<file path="config.mk">
export PLATFORM = sky130hd
export DESIGN_NAME = aes_uart_tx_ctrl
export DESIGN_NICKNAME = d
export VERILOG_FILES = /design/src/rtl/aes_uart_tx_ctrl_pkg.sv /design/src/rtl/aes_uart_tx_gapcnt.sv /design/src/rtl/aes_uart_tx_ctrl.sv
export SDC_FILE = /design/constraint.sdc
export NUM_CORES = 1
export LEC_CHECK = 0
export BUFFER_PORTS_ARGS = -buffer_cell sky130_fd_sc_hd__buf_4
export CAP_MARGIN = 0
export CELL_PAD_IN_SITES_DETAIL_PLACEMENT = 1
export CELL_PAD_IN_SITES_GLOBAL_PLACEMENT = 1
export CORE_ASPECT_RATIO = 1.1
export CORE_MARGIN = 2
export CORE_UTILIZATION = 40
export CTS_CLUSTER_SIZE = 14
export DETAILED_ROUTE_END_ITERATION = 8
export PLACE_DENSITY = 0.83
export SETUP_SLACK_MARGIN = 0.4
export SYNTH_ARGS = -nofsm -noshare
export SYNTH_HDL_FRONTEND = slang
export SYNTH_HIERARCHICAL = 1
export SYNTH_SLANG_ARGS = --single-unit
</file>
<file path="constraint.sdc">
create_clock -name sys_clk -period 3.2 [get_ports sys_clk]
set_input_delay 0 -clock sys_clk [delete_from_list [all_inputs] [get_ports sys_clk]]
set_output_delay 0 -clock sys_clk [all_outputs]
set_load 0.1 [all_outputs]
</file>
<file path="src/rtl/aes_uart_tx_ctrl_pkg.sv">
// Shared definitions for the AES block-to-UART byte streamer.
//   state_e     : controller FSM states
//   SYNC_BYTE   : framing byte sent ahead of each block when AES_UART_SYNC_EN is defined
//   DEF_*       : default parameter values used by aes_uart_tx_ctrl
package aes_uart_tx_ctrl_pkg;

    typedef enum logic [2:0] {
        IDLE,
        SEND,
        WAIT,
        GAP,
        FIN
    } state_e;

    localparam logic [7:0]  SYNC_BYTE   = 8'hA5;

    localparam int unsigned DEF_NBYTES  = 16;
    localparam int unsigned DEF_GAP_CYC = 8;
    localparam int unsigned DEF_TMO_CYC = 1023;

endpackage

</file>
<file path="src/rtl/aes_uart_tx_gapcnt.sv">
// Loadable down-counter shared by the inter-byte gap and the uart_done timeout.
//   clk_i, rst_ni : clock, asynchronous active-low reset
//   load_i        : load load_val_i this cycle (has priority over counting)
//   load_val_i    : value to load
//   zero_o        : counter currently holds zero
// The counter decrements every cycle until it reaches zero and then holds there.
module aes_uart_tx_gapcnt #(
    parameter int unsigned W = 10
) (
    input  logic         clk_i,
    input  logic         rst_ni,
    input  logic         load_i,
    input  logic [W-1:0] load_val_i,
    output logic         zero_o
);

    logic [W-1:0] cnt_q, cnt_d;

    always_comb begin
        cnt_d = cnt_q;
        if (load_i) begin
            cnt_d = load_val_i;
        end else if (cnt_q != '0) begin
            cnt_d = cnt_q - 1'b1;
        end
    end

    always_ff @(posedge clk_i or negedge rst_ni) begin
        if (!rst_ni) begin
            cnt_q <= '0;
        end else begin
            cnt_q <= cnt_d;
        end
    end

    assign zero_o = (cnt_q == '0);

endmodule

</file>
<file path="src/rtl/aes_uart_tx_ctrl.sv">
// Streams an accepted AES block, MSB byte first, to a byte-wide UART transmitter.
//   sys_clk, rst_n : clock, asynchronous active-low reset
//   blk_valid/blk_data/blk_ready : block handshake; the block is copied on acceptance
//   uart_en/uart_din : one-cycle start strobe and byte to the transmitter
//   uart_done/tx_flag : transmitter byte-finished pulse and busy level
//   busy, blk_done : block in progress, one-cycle end-of-block pulse
//   tmo_err/err_clr : sticky uart_done timeout flag and its clear (set wins)
// Build option: define AES_UART_SYNC_EN to precede every block with SYNC_BYTE.
module aes_uart_tx_ctrl
    import aes_uart_tx_ctrl_pkg::*;
#(
    parameter int unsigned NBYTES  = DEF_NBYTES,
    parameter int unsigned GAP_CYC = DEF_GAP_CYC,
    parameter int unsigned TMO_CYC = DEF_TMO_CYC
) (
    input  logic                sys_clk,
    input  logic                rst_n,
    input  logic                blk_valid,
    input  logic [8*NBYTES-1:0] blk_data,
    output logic                blk_ready,
    output logic                uart_en,
    output logic [7:0]          uart_din,
    input  logic                uart_done,
    input  logic                tx_flag,
    output logic                busy,
    output logic                blk_done,
    output logic                tmo_err,
    input  logic                err_clr
);

`ifdef AES_UART_SYNC_EN
    localparam int unsigned NTOT = NBYTES + 1;
`else
    localparam int unsigned NTOT = NBYTES;
`endif
    localparam int unsigned SRW  = 8 * NTOT;
    localparam int unsigned BCW  = $clog2(NTOT + 1);
    localparam int unsigned CMAX = (GAP_CYC > TMO_CYC) ? GAP_CYC : TMO_CYC;
    localparam int unsigned CW   = (CMAX < 2) ? 1 : $clog2(CMAX);
    // Counters are loaded with N-1 so that the state lasts exactly N cycles.
    localparam logic [CW-1:0] GAP_LD = CW'((GAP_CYC > 0) ? GAP_CYC - 1 : 0);
    localparam logic [CW-1:0] TMO_LD = CW'(TMO_CYC - 1);

    state_e         state_q, state_d;
    logic [SRW-1:0] sr_q, sr_d;
    logic [BCW-1:0] bcnt_q, bcnt_d;
    logic           tmo_q, tmo_d;
    logic           rdy_en_q;
    logic [SRW-1:0] blk_load;
    logic           cnt_load;
    logic [CW-1:0]  cnt_val;
    logic           cnt_zero;

`ifdef AES_UART_SYNC_EN
    assign blk_load = {SYNC_BYTE, blk_data};
`else
    assign blk_load = blk_data;
`endif

    aes_uart_tx_gapcnt #(
        .W (CW)
    ) u_gapcnt (
        .clk_i      (sys_clk),
        .rst_ni     (rst_n),
        .load_i     (cnt_load),
        .load_val_i (cnt_val),
        .zero_o     (cnt_zero)
    );

    always_comb begin
        state_d  = state_q;
        sr_d     = sr_q;
        bcnt_d   = bcnt_q;
        tmo_d    = tmo_q;
        cnt_load = 1'b0;
        cnt_val  = TMO_LD;
        if (err_clr) begin
            tmo_d = 1'b0;
        end
        unique case (state_q)
            IDLE: begin
                if (blk_valid && blk_ready) begin
                    sr_d    = blk_load;
                    bcnt_d  = '0;
                    state_d = SEND;
                end
            end
            SEND: begin
                // Arm the timeout so it starts counting on the first WAIT cycle.
                cnt_load = 1'b1;
                cnt_val  = TMO_LD;
                state_d  = WAIT;
            end
            WAIT: begin
                // uart_done is tested first so it wins over a coincident timeout.
                if (uart_done) begin
                    sr_d   = sr_q << 8;
                    bcnt_d = bcnt_q + 1'b1;
                    if (bcnt_q == BCW'(NTOT - 1)) begin
                        state_d = FIN;
                    end else if (GAP_CYC == 0) begin
                        state_d = SEND;
                    end else begin
                        cnt_load = 1'b1;
                        cnt_val  = GAP_LD;
                        state_d  = GAP;
                    end
                end else if (cnt_zero) begin
                    tmo_d   = 1'b1;
                    sr_d    = '0;
                    bcnt_d  = '0;
                    state_d = IDLE;
                end
            end
            GAP: begin
                if (cnt_zero) begin
                    state_d = SEND;
                end
            end
            FIN: begin
                bcnt_d  = '0;
                state_d = IDLE;
            end
            default: state_d = IDLE;
        endcase
    end

    always_ff @(posedge sys_clk or negedge rst_n) begin
        if (!rst_n) begin
            state_q  <= IDLE;
            sr_q     <= '0;
            bcnt_q   <= '0;
            tmo_q    <= 1'b0;
            rdy_en_q <= 1'b0;
        end else begin
            state_q  <= state_d;
            sr_q     <= sr_d;
            bcnt_q   <= bcnt_d;
            tmo_q    <= tmo_d;
            rdy_en_q <= 1'b1;
        end
    end

    // rdy_en_q keeps blk_ready low until the first edge after reset release.
    assign blk_ready = rdy_en_q && (state_q == IDLE) && !tx_flag;
    assign uart_en   = (state_q == SEND);
    assign uart_din  = sr_q[SRW-1 -: 8];
    assign busy      = (state_q != IDLE);
    assign blk_done  = (state_q == FIN);
    assign tmo_err   = tmo_q;

endmodule
</file>
==> flow_summary.ini, run 1 <==
[yosys]
synth_seq_cells = 148
synth-simple-area-share = 0.0943
synth_top_family_by_area = multiplexers
synth_area_um2 = 8400
ys_seq_area_frac = 0.441
ys_types = 43
synth_compound_area_frac = 0.0218
synth_edf_count = 0
synth_flop_cell = dfrtp_1
synth_cells = 801
muxShareOfSynthArea = 0.320
async_flop_share = 1.00
synthXorXnorAreaFrac = 0.00730
avgSynthCellArea_um2 = 10.5
yosys_warnings = 6
synthAdderAreaFrac = 0.00447

[route]
firstDrtPassIters = 4
vias = 6274
post-route-drc-count = 0
drt-initial-drc-count = 269
wl_um = 22100
ant_nets = 0
avgViaCountPerCell = 4.88
wl_per_cell_um = 17.2

[sta]
layout_min_cycle_time_ns = 2.54
relSlewSlack = 0.360
slew_violations = 0
fin_setup_tns_ns = 0
finalHoldViolCount = 0
worst_slew_pin_slew_ns = 0.961
rsz0062_at_grt = no
finalClockSkew_ns = 0.0136
final.period_utilization = 0.795
setup_violations = 0
fmax_mhz = 393

[pwr]
p_total_mw = 4.83
p_sw_frac = 0.254
pwr-share-seq = 0.434
power.leakage_nw = 4.99
power_density_nw_per_um2 = 434
p_int_mw = 3.60
comb_power_share = 0.131
ir_drop_mv = 0.377
switchingPower_mw = 1.22
p_clk_frac = 0.435

[layout]
fin_area_um2 = 11100
nets = 1153
final_core_utilization = 0.541
layout_common_cells = buf_4, dfrtp_1, nand2_1
fillers = 2237
final_common_cell = buf_4
antenna_cells = 0
layout-drive-gt1-share = 0.316
area_growth_pct = 32.5

[floorplanning]
ios = 147
initial_core_util = 0.408
die_h_um = 156
num_rows = 55
die_w_um = 142
die_area_um2 = 22200
core_area_um2 = 20600

[setup_path]
setup.worst_path.end_class = flop
reg2reg_from = u_gapcnt/cnt_q[0]
r2r_slack_ns = 0.66
r2r_end = sr_q[123]
arrival_ns = 2.85
setup.worst_path.start_class = flop
cp.required_ns = 3.50
reg2reg_depth = 9
cp_max_fo = 32
crit_type = reg2reg

[clock_network]
clk_latency_ns = 0.43
cts-root-buf = clkbuf_16
post-cts-setup-buffers = 0
cts_sinks = 148
cts_resized = 0
cts_tree = built
ctsLongestPathBuffers = 2
htreeDepth = 4
numCtsBuffers = 17
path_clk_slew_ns = 0.06

[hold_path]
hp-start = blk_data[23]
whs_path_depth = 4
hold_class = in2reg
hold_path_end = sr_q[23]

[global_routing]
grt_max_degree = 130
overflow = 0
use_met1 = 0.252
antenna_found_initial = 0
busiest_layer = met2
met2_usage = 0.369
grt_use_total = 0.205
first_global_vias = 7011
grt_first_pass_wirelength_um = 35600
globalRouteMet3Util = 0.0399

[place]
place_area_um2 = 9580
place.gp.congestion = 0.740
numPortBuffers = 146
post-dp-hpwl_um = 13100

[run_status]
status = complete, no violations

[flow_run]
drv_cap = 0
[layout make-up]
class / instances / area, um2 / area share
well taps: 256 / 320 / 0.0288
flip-flops and latches: 148 / 3700 / 0.333
clock buffers: 19 / 443 / 0.0398
multi-input cells: 469 / 3800 / 0.341
repair buffers: 250 / 2200 / 0.198
inverters: 130 / 488 / 0.0439
clock inverters: 13 / 171 / 0.0154
[worst max-delay path: stages (launching register included)]
cell,delay [ns]
dfrtp_1,0.38
inv_1,0.10
ha_1,0.20
nor3b_1,0.24
and3_1,0.21
nor3b_1,0.07
a2111oi_4,0.39
buf_12,0.24
buf_12,0.22
mux2_2,0.36
[timing repair]
item	in CTS	in global routing
hold buffers	92	1
endpoints found under the setup margin	0	81
endpoints found under the hold margin	186	1
[worst max-delay path by stage]
stage                      startpoint         to  slack (ns)  depth (start not counted)
floorplan                  state_q[2]   blk_done        0.41                          3
global placement    u_gapcnt/cnt_q[0]  sr_q[122]        0.60                          9
detailed placement  u_gapcnt/cnt_q[0]  sr_q[102]        0.52                          9
CTS                 u_gapcnt/cnt_q[0]  sr_q[113]        0.51                          9
global route        u_gapcnt/cnt_q[0]  sr_q[124]        0.43                          9
finish              u_gapcnt/cnt_q[0]  sr_q[123]        0.66                          9
[power by group through the flow]
stage	Clock, mW	Sequential, mW	Combinational [mW]
2_1_floorplan	0	2.10	0.301
3_3_place_gp	0	2.12	0.516
3_5_place_dp	0	2.13	0.533
4_1_cts	2.14	2.09	0.627
5_1_grt	2.23	2.11	0.694
6_report	2.10	2.09	0.632
[kinds of logic (layout without fill, tap and decap cells)]
logic type      after synthesis  after routing
buf+inv                     186            412
fa+ha+maj                     3              3
xor+xnor                      7              7
mux                         252            252
compound gates               26             26
other cells                   1              3
flops                       148            148
simple gates                178            178
[flip-flops by register name, summed over array words and instances (netlist names)]
name and flops:
sr_q 128, rdy_en_q 1, tmo_err 1, u_gapcnt/cnt_q 10, state_q 3, bcnt_q 5
[metal layers]
layer,vias to the layer above,share of wire
met4,0,0.011
met5,-,0
met3,22,0.033
met2,126,0.52
met1,3123,0.43
li1,3003,-
[synth_stat cells (3+ instances only)]
master | n | area share
a211oi_1 | 4 | 0.0036
buf_2 | 3 | 0.0018
buf_4 | 12 | 0.011
buf_6 | 24 | 0.032
clkbuf_1 | 16 | 0.0072
dfrtp_1 | 148 | 0.44
ha_1 | 3 | 0.0045
inv_1 | 130 | 0.058
mux2_2 | 128 | 0.17
mux2i_1 | 123 | 0.15
nand2_1 | 133 | 0.059
nor2_1 | 10 | 0.0045
nor2b_1 | 15 | 0.011
nor3b_1 | 3 | 0.0027
o21ai_0 | 7 | 0.0042
xnor2_1 | 5 | 0.0052
[metrics by stage]
stage / worst slack (ns) / hold WS, ns / std cells
finish: 0.656 / 0.00219 / 1285
global route: 0.427 / 0.00666 / 1285
CTS: 0.512 / 0.000316 / 1284
detailed placement: 0.523 / 0.175 / 1160
global placement: 0.601 / 0.176 / 1160
floorplan: 0.410 / -0.296 / 803
Power figures use the tool's default switching activity.
==> run 2, diff against run 1 <==
--- a/config.mk
+++ b/config.mk
@@ -14,7 +14,7 @@
 export CORE_UTILIZATION = 40
 export CTS_CLUSTER_SIZE = 14
 export DETAILED_ROUTE_END_ITERATION = 8
-export PLACE_DENSITY = 0.83
+export PLACE_DENSITY = 0.86
 export SETUP_SLACK_MARGIN = 0.4
 export SYNTH_ARGS = -nofsm -noshare
 export SYNTH_HDL_FRONTEND = slang
==> constraint.sdc (replaced) <==
create_clock -name sys_clk -period 2.3 [get_ports sys_clk]
set_input_delay 0 -clock sys_clk [delete_from_list [all_inputs] [get_ports sys_clk]]
set_output_delay 0 -clock sys_clk [all_outputs]
set_load 0.1 [all_outputs]
==> flow_summary.ini, run 2 (synthesis results as in run 1) <==
[global_routing]
globalRouteMet3Util = 0.0424
grt_first_pass_wirelength_um = 40500
busiest_layer = met2
grt_max_degree = 112
first_global_vias = 7520
grt_use_total = 0.237
overflow = 0
met2_usage = 0.439
use_met1 = 0.274
antenna_found_initial = 0

[layout]
largest_reg_flops = 128
largest-register = sr_q
reg.largest.list = sr_q (128), u_gapcnt/cnt_q (10), bcnt_q (5)
final_common_cell = buf_4
antenna_cells = 0
nets = 1189
layout-drive-gt1-share = 0.357
layout_common_cells = buf_4, dfrtp_1, nand2_1
area_growth_pct = 42.0
fin_area_um2 = 11900

[sta]
setup_violations = 19
final.period_utilization = 1.01
finalHoldViolCount = 0
finalClockSkew_ns = 0.0129
layout_min_cycle_time_ns = 2.33
fmax_mhz = 430
worst_slew_pin_slew_ns = 0.738
fin_setup_tns_ns = -0.175
rsz0062_at_grt = yes
slew_violations = 0
relSlewSlack = 0.508
post-route-worst-setup-slack_ns = -0.0264

[setup_path]
cp_slowest_cell = dfrtp_1
critPathMaxStageDelay_ns = 0.39
arrival_ns = 2.64
cp_common_cell = nor3b_4
crit_chain = inv_2 -> ha_4 -> nor3b_4 -> and3_4 -> nor3b_4 -> a2111oi_4 -> buf_6 -> buf_4 -> clkbuf_16 -> mux2_2
crit_start = u_gapcnt/cnt_q[1]
crit_buf_inv = 4
reg2reg_from = u_gapcnt/cnt_q[1]
cp_max_fo = 8
cp.required_ns = 2.61
crit_type = reg2reg
setup.worst_path.start_class = flop
cp_top_family = buffers and inverters
setup.worst_path.end_class = flop

[run_status]
violations = setup timing
status = finished, violations left

[clock_network]
path_clk_slew_ns = 0.07
cts_tree = built
numCtsBuffers = 17
htreeDepth = 4
ctsLongestPathBuffers = 2
cts_sinks = 148
cts-root-buf = clkbuf_16
clk_latency_ns = 0.43

[route]
wl_per_cell_um = 19.7
drt-initial-drc-count = 272
vias = 6519
wl_um = 26000
avgViaCountPerCell = 4.94
firstDrtPassIters = 4
post-route-drc-count = 0
ant_nets = 0

[floorplanning]
core_area_um2 = 20600
die_w_um = 142
die_area_um2 = 22200
num_rows = 55
initial_core_util = 0.408
die_h_um = 156
ios = 147

[place]
place.gp.congestion = 0.759
place_ws_ns = 0.0333
numPortBuffers = 146
post-dp-hpwl_um = 14300
place_area_um2 = 9910

[hold_path]
hp-start = blk_data[85]
hold_class = in2reg

[pwr]
ir_drop_mv = 0.486
power_density_nw_per_um2 = 567
power.leakage_nw = 5.47

[flow_run]
drv_cap = 0
[run 2: cell types whose count changed in the layout (fill, tap and decap cells not counted), sizes merged]
cell / delta
buf: +39
clkbuf: +1
clkinvlp: +1
dlygate4sd3: -5
inv: -2
[run 2: report_power, final]
part / switching [mW] / internal [mW] / leakage, nW / total (mW)
Clock: 1.16 / 1.70 / 0.282 / 2.85
Combinational: 0.435 / 0.538 / 3.47 / 0.974
Sequential: 0.160 / 2.77 / 1.72 / 2.93
Total: 1.75 / 5.01 / 5.47 / 6.76
[run 2: tightest hold or removal path, stage by stage]
cell	delay [ns]
buf_4	0.09
inv_1	0.03
mux2i_1	0.13
mux2_4	0.16
[run 2: layer usage]
metal | share of wire | vias up
met5 | 0 | -
met4 | 0.026 | 0
met3 | 0.028 | 45
met2 | 0.55 | 135
met1 | 0.40 | 3266
li1 | - | 3073
[run 2: worst paths after layout]
| kind | end | slack (ns) | cells past startpoint |
|---|---|---|---|
| min | sr_q[85] | 0.007 | 4 |
| max reg2reg | sr_q[20] | -0.03 | 10 |
| max in group asynchronous | state_q[0] | 1.39 | 3 |
| max | sr_q[20] | -0.03 | 10 |
| min reg2reg | bcnt_q[3] | 0.49 | 1 |
| min in group asynchronous | sr_q[55] | 0.19 | 2 |
[run 2: cell type report]
cell class	instances	area, um2
fillers	2137	8660
multi-input cells	469	4110
flip-flops and latches	148	3710
repair buffers	286	2710
inverters	130	488
clock buffers	18	429
well taps	256	320
clock inverters	12	155
[run 2: what timing repair did]
action	CTS	global route
cloned	4	3
pin swaps	0	2
endpoints found under the setup margin	144	144
resized for setup	40	24
setup buffers	10	10
hold buffers	88	0
endpoints found under the hold margin	156	0
[run 2: per-stage QoR]
step	instances	hold slack [ns]	util	total power [mW]
3_3_place_gp	1174	0.0814	0.482	3.71
2_1_floorplan	803	-0.296	-	3.36
4_1_cts	1306	0.00202	0.570	6.75
6_report	1319	0.00698	0.579	6.76
5_1_grt	1319	0.0118	0.579	7.02
3_5_place_dp	1174	0.0853	0.482	3.76
==> run 3, diff against run 2 <==
--- a/config.mk
+++ b/config.mk
@@ -14,7 +14,7 @@
 export CORE_UTILIZATION = 40
 export CTS_CLUSTER_SIZE = 14
 export DETAILED_ROUTE_END_ITERATION = 8
-export PLACE_DENSITY = 0.86
+export PLACE_DENSITY_LB_ADDON = 0.1
 export SETUP_SLACK_MARGIN = 0.4
 export SYNTH_ARGS = -nofsm -noshare
 export SYNTH_HDL_FRONTEND = slang
==> flow_summary.ini, run 3 (synthesis results as in run 1) <==
[clock_network]
numCtsBuffers = 17
path_clk_slew_ns = 0.06
clk_latency_ns = 0.42
ctsLongestPathBuffers = 2
cts_sinks = 148
htreeDepth = 4
cts-root-buf = clkbuf_16
cts_tree = built

[sta]
fmax_mhz = 416
setup_violations = 126
finalClockSkew_ns = 0.00962
slew_violations = 0
finalHoldViolCount = 0
final.period_utilization = 1.04
rsz0062_at_grt = yes
post-route-worst-setup-slack_ns = -0.102
layout_min_cycle_time_ns = 2.40
relSlewSlack = 0.578
worst_slew_pin_slew_ns = 0.633

[route]
post-route-drc-count = 0
wl_um = 25500
avgViaCountPerCell = 4.89
drt-initial-drc-count = 261
wl_per_cell_um = 19.0
firstDrtPassIters = 4
ant_nets = 0
vias = 6572

[layout]
layout-drive-gt1-share = 0.377
largest_reg_flops = 128
layout_common_cells = buf_4, dfrtp_1, nand2_1
largest-register = sr_q
reg.largest.list = sr_q (128), u_gapcnt/cnt_q (10), bcnt_q (5)
fillers = 2116
area_growth_pct = 47.0
multi_input_area_um2 = 4270
fin_area_um2 = 12300
nets = 1211
regArea_um2 = 3710
final_common_cell = buf_4

[place]
place.gp.congestion = 0.773
place_area_um2 = 9910
place_ws_ns = -0.0650
numPortBuffers = 146
post-dp-hpwl_um = 14400

[setup_path]
crit_chain = inv_2 -> ha_4 -> nor3b_4 -> and3_4 -> nor3b_2 -> a2111oi_4 -> buf_6 -> buf_12 -> clkbuf_16 -> mux2_2
arrival_ns = 2.70
setup.worst_path.end_class = flop
r2r_slack_ns = -0.10
cp_max_fo = 8
crit_end = sr_q[103]
crit_cells = 10
reg2reg_depth = 10
crit_start = u_gapcnt/cnt_q[1]
crit_type = reg2reg
reg2reg_from = u_gapcnt/cnt_q[1]
setup.worst_path.start_class = flop
cp_slowest_cell = dfrtp_1
cp.required_ns = 2.60
cp_top_family = buffers and inverters
crit_buf_inv = 4
r2r_end = sr_q[103]
critPathMaxStageDelay_ns = 0.39

[global_routing]
grt_first_pass_wirelength_um = 38100
busiest_layer = met2
grt_use_total = 0.220
met2_usage = 0.408
antenna_found_initial = 1
first_global_vias = 7390
overflow = 0
grt_max_degree = 109
globalRouteMet3Util = 0.0341
use_met1 = 0.260

[floorplanning]
core_area_um2 = 20600
num_rows = 55
die_w_um = 142
die_area_um2 = 22200
ios = 147
initial_core_util = 0.408
die_h_um = 156

[flow_run]
drv_cap = 0

[run_status]
status = finished, violations left
violations = setup timing

[pwr]
power_density_nw_per_um2 = 558
power.leakage_nw = 5.67
p_total_mw = 6.89
ir_drop_mv = 0.518

[hold_path]
whs_path_depth = 4
hold_class = in2reg
[run 3: report_power, final]
| part | internal [mW] | leakage (nW) | switching [mW] | total, mW |
|---|---|---|---|---|
| Combinational | 0.599 | 3.66 | 0.448 | 1.05 |
| Clock | 1.76 | 0.284 | 1.15 | 2.91 |
| Sequential | 2.77 | 1.72 | 0.158 | 2.93 |
[run 3: metrics by stage]
| step | setup TNS, ns | utilization | hold WS, ns | cells |
|---|---|---|---|---|
| after floorplan | 0 | - | -0.296 | 803 |
| final | -7.41 | 0.600 | 0.0104 | 1344 |
| after global placement | 0 | 0.482 | 0.0381 | 1176 |
| after global routing | -14.72 | 0.600 | 0.00356 | 1344 |
| after CTS | 0 | 0.575 | 0.00000699 | 1325 |
| after detailed placement | -2.81 | 0.482 | 0.0382 | 1176 |
[run 3: timing repair]
action | CTS | global route
resized for setup | 33 | 73
gates cloned | 3 | 7
setup endpoints to repair | 144 | 144
endpoints found under the hold margin | 154 | 0
pin swaps | 3 | 9
hold buffers | 96 | 0
buffers inserted | 18 | 11
[run 3: worst register-to-register path, delay by kind of cell, from the launching register on]
kind	cells	cell delay (ns)
compound gates	1	0.28
fa+ha+maj	1	0.17
buf+inv	4	0.64
flops	1	0.39
mux	1	0.33
simple gates	3	0.47
[run 3: how the worst min path moves through the flow]
| stage | start | to |
|---|---|---|
| 2_1_floorplan | rst_n | bcnt_q[0] |
| 3_3_place_gp | rst_n | u_gapcnt/cnt_q[8] |
| 3_5_place_dp | rst_n | u_gapcnt/cnt_q[1] |
| 4_1_cts | blk_data[32] | sr_q[32] |
| 5_1_grt | blk_data[71] | sr_q[71] |
| 6_report | blk_data[73] | sr_q[73] |
[run 3: per-layer routing]
| layer | part of all wire | routed length (um) |
|---|---|---|
| met1 | 0.42 | 10700 |
| met2 | 0.54 | 13800 |
| met3 | 0.026 | 673 |
| met4 | 0.017 | 425 |
| met5 | 0 | 0 |
[run 3: cell type report]
class,instances,share of cell area
multi-input combinational,469,0.346
sequential,148,0.300
timing repair buffer,308,0.238
inverter,130,0.0395
clock buffer,20,0.0370
tap,256,0.0260
clock inverter,12,0.0126
antenna,1,0.000203
